$ cat config.mk
export PLATFORM = sky130hd
export DESIGN_NAME = ball_link_flat
export DESIGN_NICKNAME = d
export VERILOG_FILES = /design/src/rtl/ball_link_pkg.sv /design/src/rtl/ball_link_if.sv /design/src/rtl/ball_link_line_sync.sv /design/src/rtl/ball_link.sv /design/src/flat_wrapper.sv
export SDC_FILE = /design/constraint.sdc
export NUM_CORES = 1
export LEC_CHECK = 0
export ABC_CLOCK_PERIOD_IN_PS = 2800
export BUFFER_PORTS_ARGS = -buffer_cell sky130_fd_sc_hd__buf_2
export CORE_MARGIN = 10
export CORE_UTILIZATION = 55
export CTS_BUF_LIST = sky130_fd_sc_hd__clkbuf_8
export DETAILED_ROUTE_END_ITERATION = 8
export GPL_ROUTABILITY_DRIVEN = 1
export HOLD_SLACK_MARGIN = 0.06
export PLACE_DENSITY = 0.79
export SYNTH_ARGS = -nofsm -noshare
export SYNTH_HDL_FRONTEND = slang
export SYNTH_HIERARCHICAL = 1
export SYNTH_SLANG_ARGS = --single-unit
$ cat constraint.sdc
create_clock -name clk -period 2.8 [get_ports clk]
set_clock_uncertainty 0.05 [all_clocks]
set_input_delay 0.28 -clock clk [delete_from_list [all_inputs] [get_ports clk]]
set_output_delay 0.28 -clock clk [all_outputs]
set_load 0.05 [all_outputs]
$ cat src/rtl/ball_link_pkg.sv
// ball_link_pkg: shared types and default timing constants for the ball_link
// single-wire ball-handoff transceiver.
//   tx_state_t - TX pulse generator states
//   rx_state_t - RX width qualifier states
//   *_DEF      - default tick counts for the top-level parameters
package ball_link_pkg;

    localparam int TX_LEN_DEF = 4;  // ticks the line is pulled low per send
    localparam int GUARD_DEF  = 2;  // ticks RX stays blanked after TX release
    localparam int RX_MIN_DEF = 2;  // shortest low width accepted as a ball
    localparam int RX_MAX_DEF = 8;  // longest low width before "stuck line"

    typedef enum logic [1:0] {
        TX_IDLE    = 2'd0,
        TX_DRIVE   = 2'd1,
        TX_RECOVER = 2'd2
    } tx_state_t;

    typedef enum logic [1:0] {
        RX_IDLE  = 2'd0,
        RX_LOW   = 2'd1,
        RX_STUCK = 2'd2
    } rx_state_t;

endpackage

$ cat src/rtl/ball_link_if.sv
// ball_link_if: signal bundle between the game FSM and the ball_link
// transceiver (plus the raw line level from the board tristate).
//   tick      - timebase enable, one clk wide
//   send      - request to pass the ball, one clk wide
//   line_in   - raw, asynchronous line level (idle high)
//   line_oe   - 1 = pull the shared line low
//   tx_busy   - transmitter not idle
//   rx_strobe - one-clk valid ball arrival
//   rx_err    - one-clk stuck-line indication
//   collision - one-clk rejected send (0 unless collision checking is built in)
//
// Handshake: there is no valid/ready back-pressure here. send is a single-clk
// request that is taken only when tx_busy is 0 (and, with collision checking,
// the line is idle); otherwise it is dropped, never queued. rx_strobe, rx_err
// and collision are single-clk notifications the consumer must catch in that
// cycle.
interface ball_link_if;
    logic tick;
    logic send;
    logic line_in;
    logic line_oe;
    logic tx_busy;
    logic rx_strobe;
    logic rx_err;
    logic collision;

    // Game side / board side: drives requests and the line level.
    modport master (
        output tick, send, line_in,
        input  line_oe, tx_busy, rx_strobe, rx_err, collision
    );

    // Transceiver side.
    modport slave (
        input  tick, send, line_in,
        output line_oe, tx_busy, rx_strobe, rx_err, collision
    );
endinterface

$ cat src/rtl/ball_link_line_sync.sv
// line_sync: N-flop synchroniser for an asynchronous level that idles high.
//   clk, rst - clock, asynchronous active-high reset
//   i_d      - asynchronous input
//   o_q      - synchronised output (N clk latency)
// Flops reset to 1 so a reset never looks like a falling line edge.
module line_sync #(
    parameter int N = 2
) (
    input  logic clk,
    input  logic rst,
    input  logic i_d,
    output logic o_q
);
    logic [N-1:0] r_sync;

    always_ff @(posedge clk or posedge rst) begin
        if (rst) begin
            r_sync <= '1;
        end else begin
            r_sync <= {r_sync[N-2:0], i_d};
        end
    end

    assign o_q = r_sync[N-1];
endmodule

$ cat src/rtl/ball_link.sv
// ball_link: single-wire ball-handoff transceiver.
//   clk, rst        - clock, asynchronous active-high reset
//   bus (slave)     - tick/send/line_in in; line_oe/tx_busy/rx_strobe/
//                     rx_err/collision out (see ball_link_if)
//   o_dbg_tx_state  - current TX FSM state
//   o_dbg_rx_state  - current RX FSM state
// TX turns a one-clk send into a TX_LEN-tick low pulse followed by a
// GUARD-tick recovery. RX synchronises line_in and reports low pulses whose
// width lies in [RX_MIN, RX_MAX] ticks; longer lows raise rx_err once.
// Optional macro BALL_LINK_COLLISION_EN: reject a send while the line is low
// or RX is busy, pulsing collision instead of driving.
module ball_link
    import ball_link_pkg::*;
#(
    parameter int TX_LEN = TX_LEN_DEF,
    parameter int GUARD  = GUARD_DEF,
    parameter int RX_MIN = RX_MIN_DEF,
    parameter int RX_MAX = RX_MAX_DEF
) (
    input  logic        clk,
    input  logic        rst,
    ball_link_if.slave  bus,
    output tx_state_t   o_dbg_tx_state,
    output rx_state_t   o_dbg_rx_state
);
    localparam int TCNT_W = $clog2(TX_LEN + GUARD + 1);
    localparam int RCNT_W = $clog2(RX_MAX + 2);

    localparam logic [TCNT_W-1:0] TX_LAST    = TCNT_W'(TX_LEN - 1);
    localparam logic [TCNT_W-1:0] GUARD_LAST = TCNT_W'(GUARD - 1);
    localparam logic [RCNT_W-1:0] RMIN       = RCNT_W'(RX_MIN);
    localparam logic [RCNT_W-1:0] RMAX       = RCNT_W'(RX_MAX);

    // ---------------- synchroniser ----------------
    logic w_s;

    line_sync #(.N(2)) u_sync (
        .clk (clk),
        .rst (rst),
        .i_d (bus.line_in),
        .o_q (w_s)
    );

    // ---------------- shared decode ----------------
    tx_state_t         r_tx_state, w_tx_next;
    logic [TCNT_W-1:0] r_tcnt, w_tcnt_next;
    rx_state_t         r_rx_state, w_rx_next;
    logic [RCNT_W-1:0] r_rcnt, w_rcnt_next;

    logic w_reject;
    logic w_tx_start;
    logic w_rx_blank;

`ifdef BALL_LINK_COLLISION_EN
    assign w_reject = bus.send && (r_tx_state == TX_IDLE) &&
                      ((r_rx_state != RX_IDLE) || !w_s);
`else
    assign w_reject = 1'b0;
`endif

    assign w_tx_start = bus.send && (r_tx_state == TX_IDLE) && !w_reject;

    // Blanking includes the accepting cycle so a send that coincides with a
    // falling line edge wins over RX.
    assign w_rx_blank = (r_tx_state != TX_IDLE) || w_tx_start;

    // ---------------- TX FSM ----------------
    always_ff @(posedge clk or posedge rst) begin
        if (rst) begin
            r_tx_state <= TX_IDLE;
            r_tcnt     <= '0;
        end else begin
            r_tx_state <= w_tx_next;
            r_tcnt     <= w_tcnt_next;
        end
    end

    always_comb begin
        w_tx_next   = r_tx_state;
        w_tcnt_next = r_tcnt;
        case (r_tx_state)
            TX_IDLE: begin
                if (w_tx_start) begin
                    w_tx_next   = TX_DRIVE;
                    w_tcnt_next = '0;
                end
            end
            TX_DRIVE: begin
                if (bus.tick) begin
                    if (r_tcnt == TX_LAST) begin
                        w_tx_next   = TX_RECOVER;
                        w_tcnt_next = '0;
                    end else begin
                        w_tcnt_next = r_tcnt + 1'b1;
                    end
                end
            end
            TX_RECOVER: begin
                if (bus.tick) begin
                    if (r_tcnt == GUARD_LAST) begin
                        w_tx_next   = TX_IDLE;
                        w_tcnt_next = '0;
                    end else begin
                        w_tcnt_next = r_tcnt + 1'b1;
                    end
                end
            end
            default: begin
                w_tx_next   = TX_IDLE;
                w_tcnt_next = '0;
            end
        endcase
    end

    // Decoded straight from the state flop so reset drops line_oe at once.
    always_comb begin
        bus.line_oe = (r_tx_state == TX_DRIVE);
        bus.tx_busy = (r_tx_state != TX_IDLE);
    end

    // ---------------- RX FSM ----------------
    always_ff @(posedge clk or posedge rst) begin
        if (rst) begin
            r_rx_state <= RX_IDLE;
            r_rcnt     <= '0;
        end else begin
            r_rx_state <= w_rx_next;
            r_rcnt     <= w_rcnt_next;
        end
    end

    always_comb begin
        w_rx_next   = r_rx_state;
        w_rcnt_next = r_rcnt;
        if (w_rx_blank) begin
            w_rx_next   = RX_IDLE;
            w_rcnt_next = '0;
        end else begin
            case (r_rx_state)
                RX_IDLE: begin
                    if (!w_s) begin
                        w_rx_next   = RX_LOW;
                        w_rcnt_next = '0;
                    end
                end
                RX_LOW: begin
                    if (w_s) begin
                        w_rx_next   = RX_IDLE;
                        w_rcnt_next = '0;
                    end else if (bus.tick) begin
                        // Incrementing past RX_MAX means the line is stuck.
                        if (r_rcnt >= RMAX) begin
                            w_rx_next = RX_STUCK;
                        end else begin
                            w_rcnt_next = r_rcnt + 1'b1;
                        end
                    end
                end
                RX_STUCK: begin
                    if (w_s) begin
                        w_rx_next   = RX_IDLE;
                        w_rcnt_next = '0;
                    end
                end
                default: begin
                    w_rx_next   = RX_IDLE;
                    w_rcnt_next = '0;
                end
            endcase
        end
    end

    // Width is judged on the pre-increment count when tick and the rise
    // coincide, since r_rcnt is the registered value.
    always_comb begin
        bus.rx_strobe = !w_rx_blank && (r_rx_state == RX_LOW) && w_s &&
                        (r_rcnt >= RMIN) && (r_rcnt <= RMAX);
        bus.rx_err    = !w_rx_blank && (r_rx_state == RX_LOW) && !w_s &&
                        bus.tick && (r_rcnt >= RMAX);
        bus.collision = w_reject;
    end

    assign o_dbg_tx_state = r_tx_state;
    assign o_dbg_rx_state = r_rx_state;
endmodule
$ cat src/flat_wrapper.sv
// flat-port wrapper written by rule: the top's interface ports become plain ports
module ball_link_flat import ball_link_pkg::*;
#(
    parameter int TX_LEN = TX_LEN_DEF,
    parameter int GUARD  = GUARD_DEF,
    parameter int RX_MIN = RX_MIN_DEF,
    parameter int RX_MAX = RX_MAX_DEF
)
  (clk, rst, o_dbg_tx_state, o_dbg_rx_state, bus_tick, bus_send, bus_line_in, bus_line_oe, bus_tx_busy, bus_rx_strobe, bus_rx_err, bus_collision);
  ball_link_if bus_i ();
  input  logic clk;
  input  logic rst;
  output tx_state_t o_dbg_tx_state;
  output rx_state_t o_dbg_rx_state;
  input wire logic [$bits(bus_i.tick)-1:0] bus_tick;
  input wire logic [$bits(bus_i.send)-1:0] bus_send;
  input wire logic [$bits(bus_i.line_in)-1:0] bus_line_in;
  output wire logic [$bits(bus_i.line_oe)-1:0] bus_line_oe;
  output wire logic [$bits(bus_i.tx_busy)-1:0] bus_tx_busy;
  output wire logic [$bits(bus_i.rx_strobe)-1:0] bus_rx_strobe;
  output wire logic [$bits(bus_i.rx_err)-1:0] bus_rx_err;
  output wire logic [$bits(bus_i.collision)-1:0] bus_collision;
  assign bus_i.tick = bus_tick;
  assign bus_i.send = bus_send;
  assign bus_i.line_in = bus_line_in;
  assign bus_line_oe = bus_i.line_oe;
  assign bus_tx_busy = bus_i.tx_busy;
  assign bus_rx_strobe = bus_i.rx_strobe;
  assign bus_rx_err = bus_i.rx_err;
  assign bus_collision = bus_i.collision;
  ball_link #(.TX_LEN(TX_LEN), .GUARD(GUARD), .RX_MIN(RX_MIN), .RX_MAX(RX_MAX)) u_core (.clk(clk), .rst(rst), .bus(bus_i), .o_dbg_tx_state(o_dbg_tx_state), .o_dbg_rx_state(o_dbg_rx_state));
endmodule
[Word-level counts from Yosys, hierarchy flattened]
Cells that the tools add are included.
Word-level totals
  register bits: 13
  input bits: 5
  output and inout bits: 9
  logic and storage cells: 70
Cells by class
  add/sub/neg operators: 2
  $lt $le $gt $ge: 3
  equal/unequal tests: 16
  multiplexer cells: 26
  reduce and logical (&&, ||, !) cells: 18
Operators with widths (count)
  two-way mux 4 bit: 6
  two-way mux 2 bit: 11
  two-way mux 3 bit: 5
  one-hot mux 2 bit (3 select lines): 2
  one-hot mux 4 bit (3 select lines): 1
  one-hot mux 3 bit (3 select lines): 1
  logical AND 1 bit: 8
  != test 4 x 3 -> 1 bit, second input constant: 2
  AND reduction 4 bit: 2
  != test 2 x 1 -> 1 bit, second input constant: 3
  != test 3 x 2 -> 1 bit, second input constant: 2
  AND reduction 5 bit: 1
  adder 4 x 1 -> 4 bit, second input constant: 1
  == test 2 x 1 -> 1 bit, second input constant: 2
  == test 2 bit, second input constant: 2
  greater-or-equal comparator 4 x 2 -> 1 bit, second input constant: 1
  greater-or-equal comparator 4 bit, second input constant: 1
  less-or-equal comparator 4 bit, second input constant: 1
  logical NOT 2 bit: 2
  != test 2 bit, second input constant: 2
  != test 4 x 2 -> 1 bit, second input constant: 1
  adder 3 x 1 -> 3 bit, second input constant: 1
  == test 3 x 1 -> 1 bit, second input constant: 1
  == test 3 x 2 -> 1 bit, second input constant: 1
  other kinds (4): 5

[Depth between registers and ports, before layout]
Gate-level depths: netlist (run 1).
  word-level depth: 8
  depth in mapped cells: 6
  depth with buffers taken out: 5

[Hierarchy]
Netlist (run 1), hierarchy kept.
Modules (own cells, without submodules)
  ball_link: times used 1, cells each 89, area each 868.3 sq um, seq. area each 275.3 sq um
  line_sync: times used 1, cells each 3, area each 56.3 sq um, seq. area each 52.6 sq um

[Worst setup path after synthesis (run 1)]
No wires, ideal clock.
  kind: register -> output
  start point: register u_core.r_tx_state[0], in the netlist u_core/o_dbg_tx_state[0]
  end point: output port bus_rx_strobe
  arrival time: 2.173 ns
  required time: 2.470 ns
  slack: 0.297 ns
  cell stages (with the launch flop): 7
  path buffers: 1
  cells stage by stage: dfrtp_1 -> inv_1 -> ha_1 -> and3b_2 -> clkbuf_1 -> nand4b_1 -> a21oi_1
On the way
  longest elaborated chain between the ends: 8
  elaborated cells on any way between the ends: 9
  classes of those cells: reduce/logical (9)
Ends and longest elaborated chain
  start: declaration: line ball_link.sv:45  | tx_state_t r_tx_state, w_tx_next;
  start signal: assignment: line ball_link.sv:73  | r_tx_state <= w_tx_next;
  logical NOT 2 bit: line ball_link.sv:61  | assign w_tx_start = bus.send && (r_tx_state == TX_IDLE) && !w_reject;
  logical AND 1 bit: line ball_link.sv:61
  logical OR 1 bit (*): line ball_link.sv:65  | assign w_rx_blank = (r_tx_state != TX_IDLE) || w_tx_start;
  logical NOT 1 bit (*): line ball_link.sv:176  | bus.rx_strobe = !w_rx_blank && (r_rx_state == RX_LOW) && w_s &&
  logical AND 1 bit (*) (3 in series): line ball_link.sv:176
  logical AND 1 bit (*): line ball_link.sv:177  | (r_rcnt >= RMIN) && (r_rcnt <= RMAX);
  end: declaration: line flat_wrapper.sv:20  | output wire logic [$bits(bus_i.rx_strobe)-1:0] bus_rx_strobe;
Every way passes the cells marked *; elsewhere a longest branch is shown, timed or not.

[Worst setup path in the final report (run 1)]
  start point: register u_core.r_rcnt[0]
  end point: output port bus_rx_strobe
On the way
  longest elaborated chain between the ends: 3
  elaborated cells on any way between the ends: 4
  classes of those cells: order compare (2); reduce/logical (2)
Ends and longest elaborated chain
  start: declaration: line ball_link.sv:48  | logic [RCNT_W-1:0] r_rcnt, w_rcnt_next;
  start signal: assignment: line ball_link.sv:128  | r_rcnt <= w_rcnt_next;
  greater-or-equal comparator 4 x 2 -> 1 bit: line ball_link.sv:177
  logical AND 1 bit: line ball_link.sv:176
  logical AND 1 bit (*): line ball_link.sv:177
Marked as above.

==> flow_metrics.tcl, run 1 <==
set metrics [dict create \
    grt_pass1_wl_um 3440 \
    diodes 0 \
    via_per_inst 6.09 \
    async_flop_share 1.00 \
    pwr-share-comb 0.523 \
    synth_seq_area_share 0.355 \
    min_path_cells 1 \
    power_density_nw_per_um2 851 \
    ys_seq_elements 13 \
    detail-route-antenna-nets 0 \
    final_common_cell "inv_1" \
    crit_chain "inv_1, ha_1, or4_1, nand4b_1, a21oi_1, buf_2" \
    cp-start-kind "flop" \
    power_switching_share 0.464 \
    cts-hold-fix-buffers 1 \
    vdd_drop_max_uv 752 \
    area_growth_pct 11.8 \
    drt_wl_total_um 2070 \
    dp_hpwl_um 1520 \
    cp.required_ns 2.47 \
    synth_cell_types 43 \
    clk_pin_slew_ns 0.06 \
    rows 14 \
    netlist_area_um2 925 \
    drc 0 \
    mostFrequentLayoutCells "15 x inv_1, 12 x buf_2, 11 x dfrtp_1" \
    die_w_um 61 \
    seqPwrFrac 0.278 \
    cts_setup_buffers 0 \
    cp_max_fo 4 \
    dp.cells 116 \
    fin_crit_ns 2.16 \
    cp-end-kind "output port" \
    place_area_um2 977 \
    antenna_found_initial 0 \
    cts_tree "done" \
    r2r_cells 5 \
    clk_latency_ns 0.25 \
    cts_root_buffer "clkbuf_8" \
    die-area_um2 3720 \
    max_slew_margin 0.619 \
    worst_pin_slew_ns 0.570 \
    timing.fmax_mhz 462 \
    ys_warn_count 6 \
    initial_core_util 0.600 \
    p_sw_uw 409 \
    outcome "finished clean" \
    drive_gt1_frac 0.248 \
    vias 737 \
    power_frac_clock 0.199 \
    holdCritPathClass "input pin to flop" \
    syn_avg_cell_area_um2 10.1 \
    synth_edf_count 0 \
    wl_per_cell_um 17.1 \
    die_h_um 61 \
    rsz0062_at_grt "no" \
    synth_cells 92 \
    grt_remaining_overflow 0 \
    finalHoldViolCount 0 \
    gp_congestion 0.811 \
    nets 121 \
    io_buffer_count 12 \
    intPower_uw 471 \
    cpMaxStageDelayCell "or4_1" \
    period_share 0.773 \
    setup-violations-final 0 \
    final_util 0.670 \
    grt_pass1_vias 716 \
    tns_ns 0 \
    maxSlewViolCount 0 \
    dr.pass1.iters 4 \
    cp.arrival_ns 1.83 \
    grt_usage 0.124 \
    cap_violations 0 \
    crit_type "flop to output port" \
    h-tree-depth 1 \
    post_cts_resized 0 \
    max-clock-path-buffers 2 \
    core_um2 1540 \
    syn_nets 107 \
    layoutNonFillerInstCount 121 \
    ys.flop_type "dfrtp_1" \
    drt_iter0_drc 30 \
    p_leak_nw 0.486 \
    cts_buffers 3 \
    fin_area_um2 1030 \
    hold_slack_ns 0.0750 \
    r2r_slack_ns 0.89 \
    clock_sinks 13 \
    ios 14 \
    grt_max_degree 12 \
    slowest_delay_ns 0.49 \
]
[registers in the layout, summed over array words and instances, names as in the netlist]
name / cells
u_core/u_sync/r_sync: 2
u_core/r_tcnt: 3
u_core/r_rcnt: 4
u_core/o_dbg_rx_state: 2
u_core/o_dbg_tx_state: 2
[metal layers]
metal / wire length [um] / share of wire / vias up / GRT usage
met1: 902 / 0.43 / 353 / 0.141
li1: - / - / 352 / -
met2: 977 / 0.47 / 23 / 0.188
met4: 78 / 0.038 / 0 / 0.0815
met5: 0 / 0 / - / 0
met3: 116 / 0.056 / 9 / 0.0480
[cell families (layout without fill, tap and decap cells)]
logic type | count (synthesis) | in the layout | share of synthesized area
multiplexers | 2 | 2 | 0.0244
XOR/XNOR | 1 | 1 | 0.00947
flip-flops | 13 | 13 | 0.355
AND/OR/NAND/NOR | 25 | 25 | 0.184
AO/OA/AOI/OAI | 21 | 21 | 0.198
buffers and inverters | 19 | 32 | 0.0907
other | 1 | 1 | 0.00406
adder cells (fa/ha/maj) | 10 | 10 | 0.135
[cell type report]
| cell class | instances | area [um^2] |
|---|---|---|
| repair buffers | 13 | 70.1 |
| flip-flops and latches | 13 | 328 |
| clock inverters | 1 | 5.00 |
| inverters | 15 | 56.3 |
| well taps | 16 | 20.0 |
| fillers | 113 | 508 |
| multi-input cells | 60 | 513 |
| clock buffers | 3 | 41.3 |
[Yosys cell counts (all sizes together) (2+ instances only)]
cell	instances	area share
buf	3	0.026
nand3	3	0.016
nor3b	2	0.016
dfstp	2	0.057
nand2	5	0.020
o21ai	3	0.016
inv	15	0.061
nor4b	2	0.019
a2111oi	2	0.039
o31ai	2	0.016
ha	10	0.14
mux2	2	0.024
dfrtp	11	0.30
o221ai	2	0.019
a21oi	2	0.011
nand4b	2	0.019
[power by group through the flow]
stage	clock network (mW)	logic (mW)	registers, mW
2_1_floorplan	0	0.321	0.298
3_3_place_gp	0	0.439	0.244
3_5_place_dp	0	0.453	0.248
4_1_cts	0.176	0.460	0.245
5_1_grt	0.186	0.496	0.250
6_report	0.175	0.460	0.245
[path summary, 6_finish.rpt]
check	to	start
worst max-delay path	bus_rx_strobe	u_core/r_rcnt[0]
worst min-delay path	u_core/u_sync/r_sync[0]	bus_line_in
worst max register to register	u_core/r_rcnt[0]	u_core/o_dbg_tx_state[1]
worst min register to register	u_core/u_sync/r_sync[1]	u_core/u_sync/r_sync[0]
max in group asynchronous	u_core/r_rcnt[0]	rst
min in group asynchronous	u_core/o_dbg_rx_state[0]	rst
[worst max-delay path, delay by kind of cell, from the launching register on]
kind / cells / cell delay, ns
compound gates: 1 / 0.04
fa+ha+maj: 1 / 0.20
buf+inv: 2 / 0.33
flops: 1 / 0.41
simple gates: 2 / 0.59
[stage by stage]
stage / total power, mW / setup slack (ns)
after floorplan: 0.619 / 0.297
after detailed placement: 0.701 / 0.916
after global placement: 0.682 / 0.932
final: 0.880 / 0.636
after global routing: 0.932 / 0.530
after CTS: 0.881 / 0.640
Note: power is estimated with default switching activity, not from simulation.
==> run 2, diff against run 1 <==
- ABC_CLOCK_PERIOD_IN_PS: 2800 -> 1980
- CORE_UTILIZATION: 55 -> 52
- clock period: 2.8 -> 1.98 ns (I/O delays scaled with it)
==> run 2 against run 1 <==
  * Critical path depth decreased by 1
  * Critical path type unchanged
  * Clock-buffer cell count unchanged
  * Worst hold slack improved by 0.066 ns
  * Global-route usage decreased by 1.1 points
  * Combinational power increased by 55%
  * First-iteration DRC count decreased by 43%
  * Die area increased by 3.9%
  * Non-clock buffer count increased by 8
  * Power increased by 47%
  * Sequential power increased by 42%
  * Clock power increased by 34%
  * Design area increased by 11%
==> flow_metrics.tcl, run 2 (same netlist as run 1, synthesis figures left out) <==
set metrics [dict create \
    outcome "finished clean" \
    via_per_inst 5.65 \
    setup-violations-final 0 \
    clk_latency_ns 0.24 \
    largest_reg_flops 4 \
    final_common_cell "inv_1" \
    die-area_um2 3870 \
    cts_tree "done" \
    top_register "u_core/r_rcnt" \
    dr.pass1.iters 4 \
    grt_max_degree 12 \
    drt_iter0_drc 17 \
    dp_hpwl_um 1610 \
    hold_slack_ns 0.141 \
    timing.fmax_mhz 520 \
    clk_pin_slew_ns 0.06 \
    antenna_found_initial 0 \
    initial_core_util 0.541 \
    ios 14 \
    cp-end-kind "output port" \
    max-clock-path-buffers 2 \
    cts_root_buffer "clkbuf_8" \
    rows 15 \
    h-tree-depth 1 \
    maxSlewViolCount 0 \
    drive_gt1_frac 0.381 \
    nets 129 \
    grt_pass1_wl_um 3610 \
    drc 0 \
    die_w_um 62.2 \
    diodes 0 \
    cp-start-kind "flop" \
    power_density_nw_per_um2 1130 \
    mostFrequentLayoutCells "13 x inv_1, 11 x buf_2, 9 x dfrtp_1" \
    cp_max_fo 5 \
    cts_buffers 3 \
    cp.required_ns 1.73 \
    die_h_um 62.2 \
    period_share 0.972 \
    reg.largest.list "u_core/r_rcnt (4), u_core/r_tcnt (3)" \
    finalPower_mw 1.29 \
    grt_remaining_overflow 0 \
    detail-route-antenna-nets 0 \
    area_growth_pct 24.2 \
    cp.arrival_ns 1.68 \
    grt_pass1_vias 796 \
    holdCritPathClass "input pin to flop" \
    cap_violations 0 \
    crit_type "flop to output port" \
    drt_wl_total_um 2100 \
    io_buffer_count 12 \
    clock_sinks 13 \
    gp_congestion 0.817 \
    vias 780 \
    wl_per_cell_um 15.2 \
    p_leak_nw 0.524 \
    grt_usage 0.113 \
    core_um2 1710 \
    fin_crit_ns 1.92 \
    finalHoldViolCount 0 \
    vdd_drop_max_uv 648 \
]
run 2: what timing repair did:
action,4_1_cts,5_1_grt
gates resized for setup,4,4
buffers inserted,3,3
setup endpoints to repair,2,8
hold buffers,2,0
hold endpoints to repair,14,0
pin swaps,1,2
run 2: worst max-delay path, cell delays in order (launching register included):
cell	delay, ns
dfrtp_1	0.40
buf_4	0.16
or4_4	0.51
nand4b_1	0.17
a21oi_4	0.04
buf_6	0.15
run 2: layer usage:
metal / routed length [um] / part of all wire / global-route usage / vias to the layer above
met4: 84 / 0.040 / 0.0829 / 0
met3: 139 / 0.066 / 0.0376 / 14
met5: 0 / 0 / 0 / -
li1: - / - / - / 368
met1: 867 / 0.41 / 0.120 / 355
met2: 1010 / 0.48 / 0.182 / 43
run 2: path summary, 6_finish.rpt:
check	slack [ns]	to	cells after the start	startpoint
min in group asynchronous	0.45	u_core/r_rcnt[2]	3	rst
hold reg to reg	0.31	u_core/u_sync/r_sync[1]	0	u_core/u_sync/r_sync[0]
hold / removal	0.14	u_core/o_dbg_rx_state[1]	2	bus_send
setup / recovery	0.06	bus_rx_strobe	5	u_core/r_rcnt[1]
setup reg to reg	0.14	u_core/o_dbg_tx_state[0]	5	u_core/r_tcnt[0]
max in group asynchronous	1.10	u_core/o_dbg_tx_state[0]	3	rst
run 2: area by class of cell:
| type | instances | area (um^2) |
|---|---|---|
| timing repair buffer | 21 | 139 |
| fill | 134 | 559 |
| clock buffer | 3 | 41.3 |
| multi-input combinational | 60 | 547 |
| clock inverter | 1 | 3.75 |
| inverter | 15 | 56.3 |
| sequential | 13 | 330 |
| tap | 25 | 31.3 |
run 2: where the power goes:
part | internal, mW | total [mW] | switching, mW | leakage (nW)
Clock | 0.137 | 0.234 | 0.0966 | 0.0269
Combinational | 0.265 | 0.711 | 0.446 | 0.330
Sequential | 0.311 | 0.349 | 0.0385 | 0.168
run 2: through the flow:
step                      setup slack, ns   util  cells  setup TNS, ns  area [um^2]
after floorplan                   0.00263      -     92              0          952
after global placement              0.145  0.599    126              0         1020
after detailed placement           0.0257  0.599    126              0         1020
after CTS                         0.00631  0.656    135              0         1120
after global routing             -0.00262  0.673    138       -0.00503         1150
final                              0.0554  0.673    138              0         1150
